**config.mk**
```make
export PLATFORM = sky130hd
export DESIGN_NAME = data_cache
export DESIGN_NICKNAME = d
export VERILOG_FILES = /design/src/rtl/data_cache.sv
export SDC_FILE = /design/constraint.sdc
export NUM_CORES = 2
export LEC_CHECK = 0
export CORE_MARGIN = 1.5
export CORE_UTILIZATION = 50
export DETAILED_ROUTE_END_ITERATION = 10
export GPL_ROUTABILITY_DRIVEN = 1
export MAX_ROUTING_LAYER = met4
export PLACE_DENSITY_LB_ADDON = 0.2
export SYNTH_ARGS = -nofsm -noshare
export SYNTH_HDL_FRONTEND = slang
export SYNTH_SLANG_ARGS = --single-unit
```
**constraint.sdc**
```tcl
create_clock -name clk -period 4.8 [get_ports clk]
set_input_delay 0.48 -clock clk [delete_from_list [all_inputs] [get_ports clk]]
set_output_delay 0.48 -clock clk [all_outputs]
set_load 0.01 [all_outputs]
```
**src/rtl/data_cache.sv**
```systemverilog
// Direct-mapped write-back, write-allocate data cache in front of a burst RAM.
// A line is filled or drained as one burst; hits answer on the following cycle.
module data_cache #(
    parameter int unsigned LINE_IX_BITWIDTH         = 1,
    parameter int unsigned WORD_IX_IN_LINE_BITWIDTH = 3,
    parameter int unsigned RAM_DEPTH_BITWIDTH       = 4,
    parameter int unsigned RAM_BURST_DATA_BITWIDTH  = 64,
    parameter int unsigned RAM_BURST_DATA_COUNT     = 4
) (
    input  logic                                                clk,
    input  logic                                                rst,
    input  logic                                                enable,
    input  logic [RAM_DEPTH_BITWIDTH+WORD_IX_IN_LINE_BITWIDTH-1:0] address,
    input  logic [3:0]                                          write_enable,
    input  logic [31:0]                                         data_in,
    output logic [31:0]                                         data_out,
    output logic                                                data_ready,
    output logic                                                busy,
    output logic                                                br_cmd,
    output logic                                                br_cmd_en,
    output logic [RAM_DEPTH_BITWIDTH-1:0]                       br_addr,
    output logic [RAM_BURST_DATA_BITWIDTH-1:0]                  br_wr_data,
    output logic [RAM_BURST_DATA_BITWIDTH/8-1:0]                br_data_mask,
    input  logic [RAM_BURST_DATA_BITWIDTH-1:0]                  br_rd_data,
    input  logic                                                br_rd_data_valid,
    input  logic                                                br_busy
);
    localparam int unsigned AddrW = RAM_DEPTH_BITWIDTH + WORD_IX_IN_LINE_BITWIDTH;
    localparam int unsigned TagW  = RAM_DEPTH_BITWIDTH - LINE_IX_BITWIDTH;
    localparam int unsigned Lines = 1 << LINE_IX_BITWIDTH;
    localparam int unsigned LineW = 32 << WORD_IX_IN_LINE_BITWIDTH;
    localparam int unsigned BeatW = (RAM_BURST_DATA_COUNT > 1) ? $clog2(RAM_BURST_DATA_COUNT) : 1;
    localparam logic [BeatW-1:0] LastBeat = BeatW'(RAM_BURST_DATA_COUNT - 1);

    typedef enum logic [2:0] {
        StIdle, StWbIssue, StWbData, StFillIssue, StFillData, StRespond
    } state_e;

    state_e                      state_q, state_d;
    logic [BeatW-1:0]            beat_q, beat_d, beat_next;
    logic [Lines-1:0]            valid_q, valid_d, dirty_q, dirty_d;
    logic [Lines-1:0][TagW-1:0]  tag_q, tag_d;
    logic [Lines-1:0][LineW-1:0] line_q, line_d;
    logic [AddrW-1:0]            req_addr_q, req_addr_d;
    logic [3:0]                  req_we_q, req_we_d;
    logic [31:0]                 req_wdata_q, req_wdata_d;
    logic [31:0]                 data_out_q, data_out_d;
    logic                        data_ready_q, data_ready_d;
    logic [31:0]                 merged;

    logic [WORD_IX_IN_LINE_BITWIDTH-1:0] in_word, req_word;
    logic [LINE_IX_BITWIDTH-1:0]         in_line, req_line;
    logic [TagW-1:0]                     in_tag, req_tag;
    logic                                in_hit;

    assign in_word  = address[WORD_IX_IN_LINE_BITWIDTH-1:0];
    assign in_line  = address[WORD_IX_IN_LINE_BITWIDTH +: LINE_IX_BITWIDTH];
    assign in_tag   = address[AddrW-1 -: TagW];
    assign req_word = req_addr_q[WORD_IX_IN_LINE_BITWIDTH-1:0];
    assign req_line = req_addr_q[WORD_IX_IN_LINE_BITWIDTH +: LINE_IX_BITWIDTH];
    assign req_tag  = req_addr_q[AddrW-1 -: TagW];

    assign in_hit    = valid_q[in_line] && (tag_q[in_line] == in_tag);
    assign beat_next = (beat_q == LastBeat) ? '0 : beat_q + 1'b1;

    function automatic logic [31:0] merge_bytes(input logic [31:0] old, input logic [3:0] be,
                                                input logic [31:0] din);
        logic [31:0] r;
        for (int i = 0; i < 4; i++) r[8*i +: 8] = be[i] ? din[8*i +: 8] : old[8*i +: 8];
        return r;
    endfunction

    assign busy         = (state_q != StIdle);
    assign data_out     = data_out_q;
    assign data_ready   = data_ready_q;
    assign br_data_mask = '0;
    // Victim address during write-back, requested address otherwise.
    assign br_addr = (state_q == StWbIssue || state_q == StWbData) ?
                     {tag_q[req_line], req_line} : {req_tag, req_line};
    // beat_q rests at 0 outside bursts, so WB_ISSUE presents beat 0.
    assign br_wr_data = line_q[req_line][beat_q*RAM_BURST_DATA_BITWIDTH +: RAM_BURST_DATA_BITWIDTH];

    always_comb begin
        state_d      = state_q;
        beat_d       = beat_q;
        valid_d      = valid_q;
        dirty_d      = dirty_q;
        tag_d        = tag_q;
        line_d       = line_q;
        req_addr_d   = req_addr_q;
        req_we_d     = req_we_q;
        req_wdata_d  = req_wdata_q;
        data_out_d   = data_out_q;
        data_ready_d = 1'b0;
        merged       = '0;
        br_cmd       = 1'b0;
        br_cmd_en    = 1'b0;
        unique case (state_q)
            StIdle: begin
                if (enable) begin
                    req_addr_d  = address;
                    req_we_d    = write_enable;
                    req_wdata_d = data_in;
                    if (in_hit) begin
                        merged       = merge_bytes(line_q[in_line][in_word*32 +: 32],
                                                   write_enable, data_in);
                        data_ready_d = 1'b1;
                        data_out_d   = merged;
                        if (write_enable != 4'b0000) begin
                            line_d[in_line][in_word*32 +: 32] = merged;
                            dirty_d[in_line]                  = 1'b1;
                        end
                    end else if (valid_q[in_line] && dirty_q[in_line]) begin
                        state_d = StWbIssue;
                    end else begin
                        state_d = StFillIssue;
                    end
                end
            end
            StWbIssue: begin
                br_cmd = 1'b1;
                if (!br_busy) begin
                    br_cmd_en = 1'b1;
                    beat_d    = beat_next;
                    state_d   = (beat_q == LastBeat) ? StFillIssue : StWbData;
                end
            end
            StWbData: begin
                br_cmd = 1'b1;
                beat_d = beat_next;
                if (beat_q == LastBeat) state_d = StFillIssue;
            end
            StFillIssue: begin
                if (!br_busy) begin
                    br_cmd_en = 1'b1;
                    state_d   = StFillData;
                end
            end
            StFillData: begin
                if (br_rd_data_valid) begin
                    line_d[req_line][beat_q*RAM_BURST_DATA_BITWIDTH +: RAM_BURST_DATA_BITWIDTH] =
                        br_rd_data;
                    beat_d = beat_next;
                    if (beat_q == LastBeat) state_d = StRespond;
                end
            end
            StRespond: begin
                merged              = merge_bytes(line_q[req_line][req_word*32 +: 32],
                                                  req_we_q, req_wdata_q);
                tag_d[req_line]     = req_tag;
                valid_d[req_line]   = 1'b1;
                dirty_d[req_line]   = (req_we_q != 4'b0000);
                line_d[req_line][req_word*32 +: 32] = merged;
                data_ready_d        = 1'b1;
                data_out_d          = merged;
                state_d             = StIdle;
            end
            default: state_d = StIdle;
        endcase
    end

    always_ff @(posedge clk) begin
        if (rst) begin
            state_q      <= StIdle;
            beat_q       <= '0;
            valid_q      <= '0;
            dirty_q      <= '0;
            data_ready_q <= 1'b0;
            data_out_q   <= '0;
        end else begin
            state_q      <= state_d;
            beat_q       <= beat_d;
            valid_q      <= valid_d;
            dirty_q      <= dirty_d;
            data_ready_q <= data_ready_d;
            data_out_q   <= data_out_d;
        end
    end

    // Payload storage needs no reset: lines are guarded by valid_q.
    always_ff @(posedge clk) begin
        tag_q       <= tag_d;
        line_q      <= line_d;
        req_addr_q  <= req_addr_d;
        req_we_q    <= req_we_d;
        req_wdata_q <= req_wdata_d;
    end

endmodule

```
== Word level (Yosys, flattened, before mapping) ==
Cells that the tools add are included.
Word-level totals
  register bits after elaboration: 603
  output and inout port bits: 112
Operators by class
  add/subtract/negate cells: 4
  magnitude comparators: 4
  equal/unequal tests: 16
  shifts and indexed selects: 9
  mux-type cells: 70
  bitwise operators: 2
  reduce and logical (&&, ||, !) cells: 20
Operators with widths (count)
  $mux 512: 4
  $mux 256: 7
  $bwmux 512: 3
  $pmux 512 s3: 1
  $demux 256 s1: 3
  $shift 32x34->256 const A: 2
  $shiftx 256x9->32: 2
  $shiftx 32x34->256: 2
  $shift 64x34->256 const A: 1
  $shiftx 256x9->64: 1
  $shiftx 64x34->256: 1
  $neg 8->34: 3
  $mux 32: 2
  $mux 8: 8
  $pmux 32 s2: 1
  $mux 3: 12
  $ne 2x2->1 const B: 8
  $pmux 3 s5: 1
  $mux 2: 7
  $mux 1: 12
  $reduce_bool 3->1: 3
  $reduce_bool 4->1: 2
  $reduce_and 7->1: 1
  $bwmux 6: 1
  26 further kinds: 37

== Longest topological paths before layout ==
  depth after elaboration: 10
  mapped depth: 13
  gate-level depth less buffers: 8

== Worst setup path before layout ==
Ideal clock, no wire load.
  path type: in2reg
  start: input port address[0]
  end: register line_q[128] (netlist name), enable pin
  library setup time: 0.421 ns
  arrival: 3.836 ns
  setup slack: 0.543 ns
  stages: 11
  path buffers: 4
  path through: buf_2 -> buf_6 -> buf_2 -> clkbuf_1 -> inv_1 -> ha_1 -> ha_1 -> o31a_1 -> and2_1 -> a21oi_1 -> nor2_1
RTL lines
  from (decl): line 13  | input logic [RAM_DEPTH_BITWIDTH+WORD_IX_IN_LINE_BITWIDTH-1:0] address,
  to (signal assigned): line 183  | line_q <= line_d;
  to (decl): line 43  | logic [Lines-1:0][LineW-1:0] line_q, line_d;

== Worst setup path in the final report ==
  start: register beat_q[0]
  end: output port br_wr_data[40]
Between the ends
  longest elaborated chain between the ends: 1
Ends and longest elaborated chain
  from (decl): line 40  | logic [BeatW-1:0] beat_q, beat_d, beat_next;
  from (signal assigned): line 172  | beat_q <= beat_d;
  $shiftx 256x9->64: line 81  | assign br_wr_data = line_q[req_line][beat_q*RAM_BURST_DATA_BITWIDTH +: RAM_BURST_DATA_BITWIDTH];
  to (decl): line 22  | output logic [RAM_BURST_DATA_BITWIDTH-1:0] br_wr_data,
Every way passes these cells.

==> flow_results.org <==
** Synthesis
- After synthesis, the largest family of logic cells by area is compound AO/OA/AOI/OAI gates.
- Synth Instances :: 4410
- Library cells used by synthesis :: 96
- Yosys printed 0 warnings.
- Mux cell area share after synthesis :: 16.13%
- Post-Synth XOR/XNOR Area :: 0.09478%
- Sequential cells were found to cover a little under two fifths of the synthesized design area.
- Mapped cell area :: 46200 um^2
- Synthesized area divided by synthesized cell count :: 10.48 um^2
- Number of synthesized flops with an enable pin :: 561
- Compound-Gate Fraction of Synth Area :: 31.13%
- Share of synthesized flip-flops with an asynchronous set or reset :: 0%
- Of the total synthesized cell area, the portion taken by full adders, half adders and majority gates is 0.4333%.
- In the synthesized netlist the dominant register cell turns out to be sky130_fd_sc_hd__edfxtp_1.
- Flip-flop and latch count after synthesis :: 603
- Of the total synthesized cell area, the portion taken by AND, OR, NAND and NOR gates is under 10%.

** Die
- Row count :: 111
- 224 I/O pins were placed.
- The die covers 94240 um^2.
- Initial Utilization :: between 50 and 60%
- Die width :: 307.0 um
- Std-Cell Core Area :: 91660 um^2
- The floorplan step set the die height to 307.0 um.

** Global routing
- Largest net degree at the start of global routing :: 100
- Remaining global-route overflow :: 0
- Global-route wire length before repair :: 348900 um
- Total routing resource utilization after global routing :: between 50% and 60%
- Initial antenna violation count :: 24
- Via count of the first global-routing pass :: 45000

** Setup path
- Critical Setup Path Class :: flip-flop to output pin
- The largest individual stage delay along the critical path comes from the cell sky130_fd_sc_hd__a21oi_1.
- In this design, the largest share of critical-path delay is due to buffers and inverters.
- Largest fanout on the critical path :: between 40 and 50
- Maximum cell stage delay along the critical path :: 0.83 ns
- Total buffers and inverters traversed by the critical path :: 3
- Data on the critical path is required at its endpoint by 4.32 ns.
- The worst setup path is launched from a flip-flop.
- Walking the worst path, the cells encountered are clkinv_2, buf_12, nand2_1, a21oi_1, a21oi_1, clkdlybuf4s50_1.
- Among the stages of the critical path, the cell type that occurs most often is sky130_fd_sc_hd__a21oi_1.
- Critical path arrival :: 4.08 ns
- Crit path capture type :: output pin

** Finish
- The library cell used most frequently in the layout, excluding fill and tap cells, is sky130_fd_sc_hd__edfxtp_1.
- Most frequent cells in the layout :: sky130_fd_sc_hd__edfxtp_1 (561), sky130_fd_sc_hd__a22oi_1 (459), sky130_fd_sc_hd__o221ai_1 (446), sky130_fd_sc_hd__o21ai_0 (363), sky130_fd_sc_hd__mux2i_1 (276)
- Fraction of final layout cells with drive strength greater than 1 :: 17.66%
- Area growth from synthesis to final layout :: 11.23%
- At the end of the flow, the number of nets in the layout was about 4400.

** Place
- OpenSTA, run right after detailed placement, puts the worst setup slack at 0.5776 ns.
- Port Buf Inserts :: between 200 and 250
- Gp weighted congestion :: around 1.0
- The wire-length estimate of the detail-placed layout is 155100 um.

** Timing
- The hold violation count in the final report is 0.
- Final worst path period share :: a little over nine tenths
- Measured against its own limit, the worst slew margin works out to -3.286%.
- Min setup slack post-route :: around 0.24 ns
- RSZ-0062 raised after global routing :: false
- Worst Hold Margin :: 0.3888 ns
- For this run, the top clock speed supported by timing is 219.2 MHz.
- Slew @ Worst Pin :: ~1.5 ns
- Setup violations remaining at the end of the flow were counted as 0.
- Shortest period the worst path allows :: around 4.6 ns
- Clock skew on the completed layout was measured at 0.02892 ns.
- Final number of max-transition violations :: 11
- Setup TNS :: 0 ns

** Detailed routing
- Average wire length per cell after detail routing :: approximately 45 um
- The routed layout has 48480 vias.
- Using the TritonRoute via totals, the vias-per-cell ratio works out to 8.694.
- Once detail routing completed, the nets flagged for antenna violations numbered 0.
- Drt first pass iters :: 11
- In the routed design, unresolved DRC markers number 0.
- DRT iter0 DRCs :: 10340
- Total Wirelength :: 252300 um

** Clock network
- Clock-pin slew was measured on the worst setup and hold paths at 0.06 ns.
- For this design, the CTS-stage hold fixing added 0 buffers.
- Clock latency on the worst-skew pair, taken at its later pin, is 0.68 ns.
- Counting every sink on the clock net gives 603.
- Number of clock buffers inserted by TritonCTS :: 76
- The tree is rooted in a sky130_fd_sc_hd__clkbuf_16.
- TritonCTS built the clock tree.
- Count of buffers added by post-CTS timing repair for setup :: 0
- The H-tree was split into 3 levels.
- Post-cts resize count :: 0
- Maximum clock path buffer count :: 3

** Status
- The flow ran to the end, but the final reports show violations.
- Violations in the final reports :: max-capacitance violations, max-slew violations

** Power
- In this run the static leakage power is 0.01591 uW.
- Power per standard cell area :: 302.6 nW/um^2
- Maximum resistive drop on vdd :: 0.2723 mV

** Flow run
- Max-capacitance violation count :: 1

** Min path
- Worst hold-check path type :: primary input to flip-flop
[report_power, final]
group | leakage, uW | total [uW] | switching, uW | internal [uW]
Combinational | 0.00949 | 3600 | 2510 | 1090
Clock | 0.00121 | 6090 | 2590 | 3500
Sequential | 0.00520 | 5860 | 99.5 | 5760
[per-stage QoR]
stage                     instances  utilization, %  power [uW]  cell area [um^2]
after floorplan                4417               -        7929             46230
after global placement         5405           53.23        9291             48790
after detailed placement       5405           53.23        9308             48790
after CTS                      5540           55.96       15230             51300
after global routing           5568           56.04       15640             51370
final                          5576           56.06       15550             51390
[state kept, by name, summed over array words and instances, names as in the netlist]
register	flops
beat_q	2
data_out	32
data_ready	1
dirty_q	2
line_q	512
req_addr_q	7
req_wdata_q	32
req_we_q	4
state_q	3
tag_q	6
valid_q	2
[layer usage]
| metal | routed length, um | up-vias | global-route usage (%) |
|---|---|---|---|
| li1 | - | 18090 | - |
| met3 | 46970 | 1670 | 25.49 |
| met5 | 0 | - | - |
| met1 | 80810 | 23120 | 62.21 |
| met2 | 96740 | 5596 | 69.80 |
| met4 | 27770 | 0 | 43.19 |
[kinds of logic after synthesis]
group	Yosys count
other cells	1
flops	603
mux	541
buf+inv	624
xor+xnor	5
fa+ha+maj	16
compound gates	1944
simple gates	676
[cell usage after synthesis, types with 8 or more instances]
cell	instances	area share (%)
sky130_fd_sc_hd__o22ai_1	80	1.1
sky130_fd_sc_hd__o221ai_2	60	1.9
sky130_fd_sc_hd__o211ai_1	25	0.41
sky130_fd_sc_hd__a31oi_1	12	0.16
sky130_fd_sc_hd__o22a_1	21	0.40
sky130_fd_sc_hd__nand2_1	278	2.3
sky130_fd_sc_hd__a221oi_1	15	0.28
sky130_fd_sc_hd__and3_1	25	0.34
sky130_fd_sc_hd__buf_2	83	0.90
sky130_fd_sc_hd__ha_1	16	0.43
sky130_fd_sc_hd__mux2i_1	276	6.0
sky130_fd_sc_hd__o221ai_1	446	8.5
sky130_fd_sc_hd__nor2b_1	20	0.27
sky130_fd_sc_hd__a22oi_1	459	7.5
sky130_fd_sc_hd__nand4_1	8	0.11
sky130_fd_sc_hd__nand2_2	10	0.14
sky130_fd_sc_hd__and2_1	27	0.37
sky130_fd_sc_hd__a32oi_2	19	0.67
sky130_fd_sc_hd__edfxtp_1	561	36
sky130_fd_sc_hd__dfxtp_1	42	1.8
sky130_fd_sc_hd__buf_4	79	1.3
sky130_fd_sc_hd__a211oi_1	57	0.93
sky130_fd_sc_hd__nand3_1	70	0.76
sky130_fd_sc_hd__or2_2	14	0.19
sky130_fd_sc_hd__mux2_2	114	2.8
sky130_fd_sc_hd__nor2_1	119	0.97
sky130_fd_sc_hd__o21ai_0	364	3.9
sky130_fd_sc_hd__buf_1	72	0.58
sky130_fd_sc_hd__o21ai_1	31	0.34
sky130_fd_sc_hd__clkbuf_1	301	2.4
sky130_fd_sc_hd__buf_6	44	1.1
sky130_fd_sc_hd__a21o_1	9	0.15
sky130_fd_sc_hd__a21oi_1	249	2.7
sky130_fd_sc_hd__or3_1	32	0.43
sky130_fd_sc_hd__inv_1	34	0.28
sky130_fd_sc_hd__nor3_1	13	0.14
sky130_fd_sc_hd__o32a_1	8	0.17
sky130_fd_sc_hd__a211o_1	10	0.19
sky130_fd_sc_hd__a222oi_1	20	0.43
sky130_fd_sc_hd__nand2b_1	19	0.26
sky130_fd_sc_hd__mux4_2	145	7.1
[layout make-up]
class | instances | area (um^2)
multi-input cells | 3190 | 25820
well taps | 1186 | 1484
repair buffers | 389 | 3656
inverters | 37 | 142.6
fillers | 7944 | 40270
diodes | 36 | 90.09
clock inverters | 43 | 470.5
flip-flops and latches | 603 | 17690
clock buffers | 92 | 2034
[final timing paths]
check               startpoint               to  cells after the start  slack [ns]
hold reg to reg   data_out[19]     data_out[19]                      2        0.49
hold / removal     data_in[17]  req_wdata_q[17]                      1        0.39
setup / recovery     beat_q[0]   br_wr_data[40]                      6        0.24
setup reg to reg     beat_q[0]      line_q[185]                      7        0.49
Note: power is estimated with default switching activity, not from simulation.
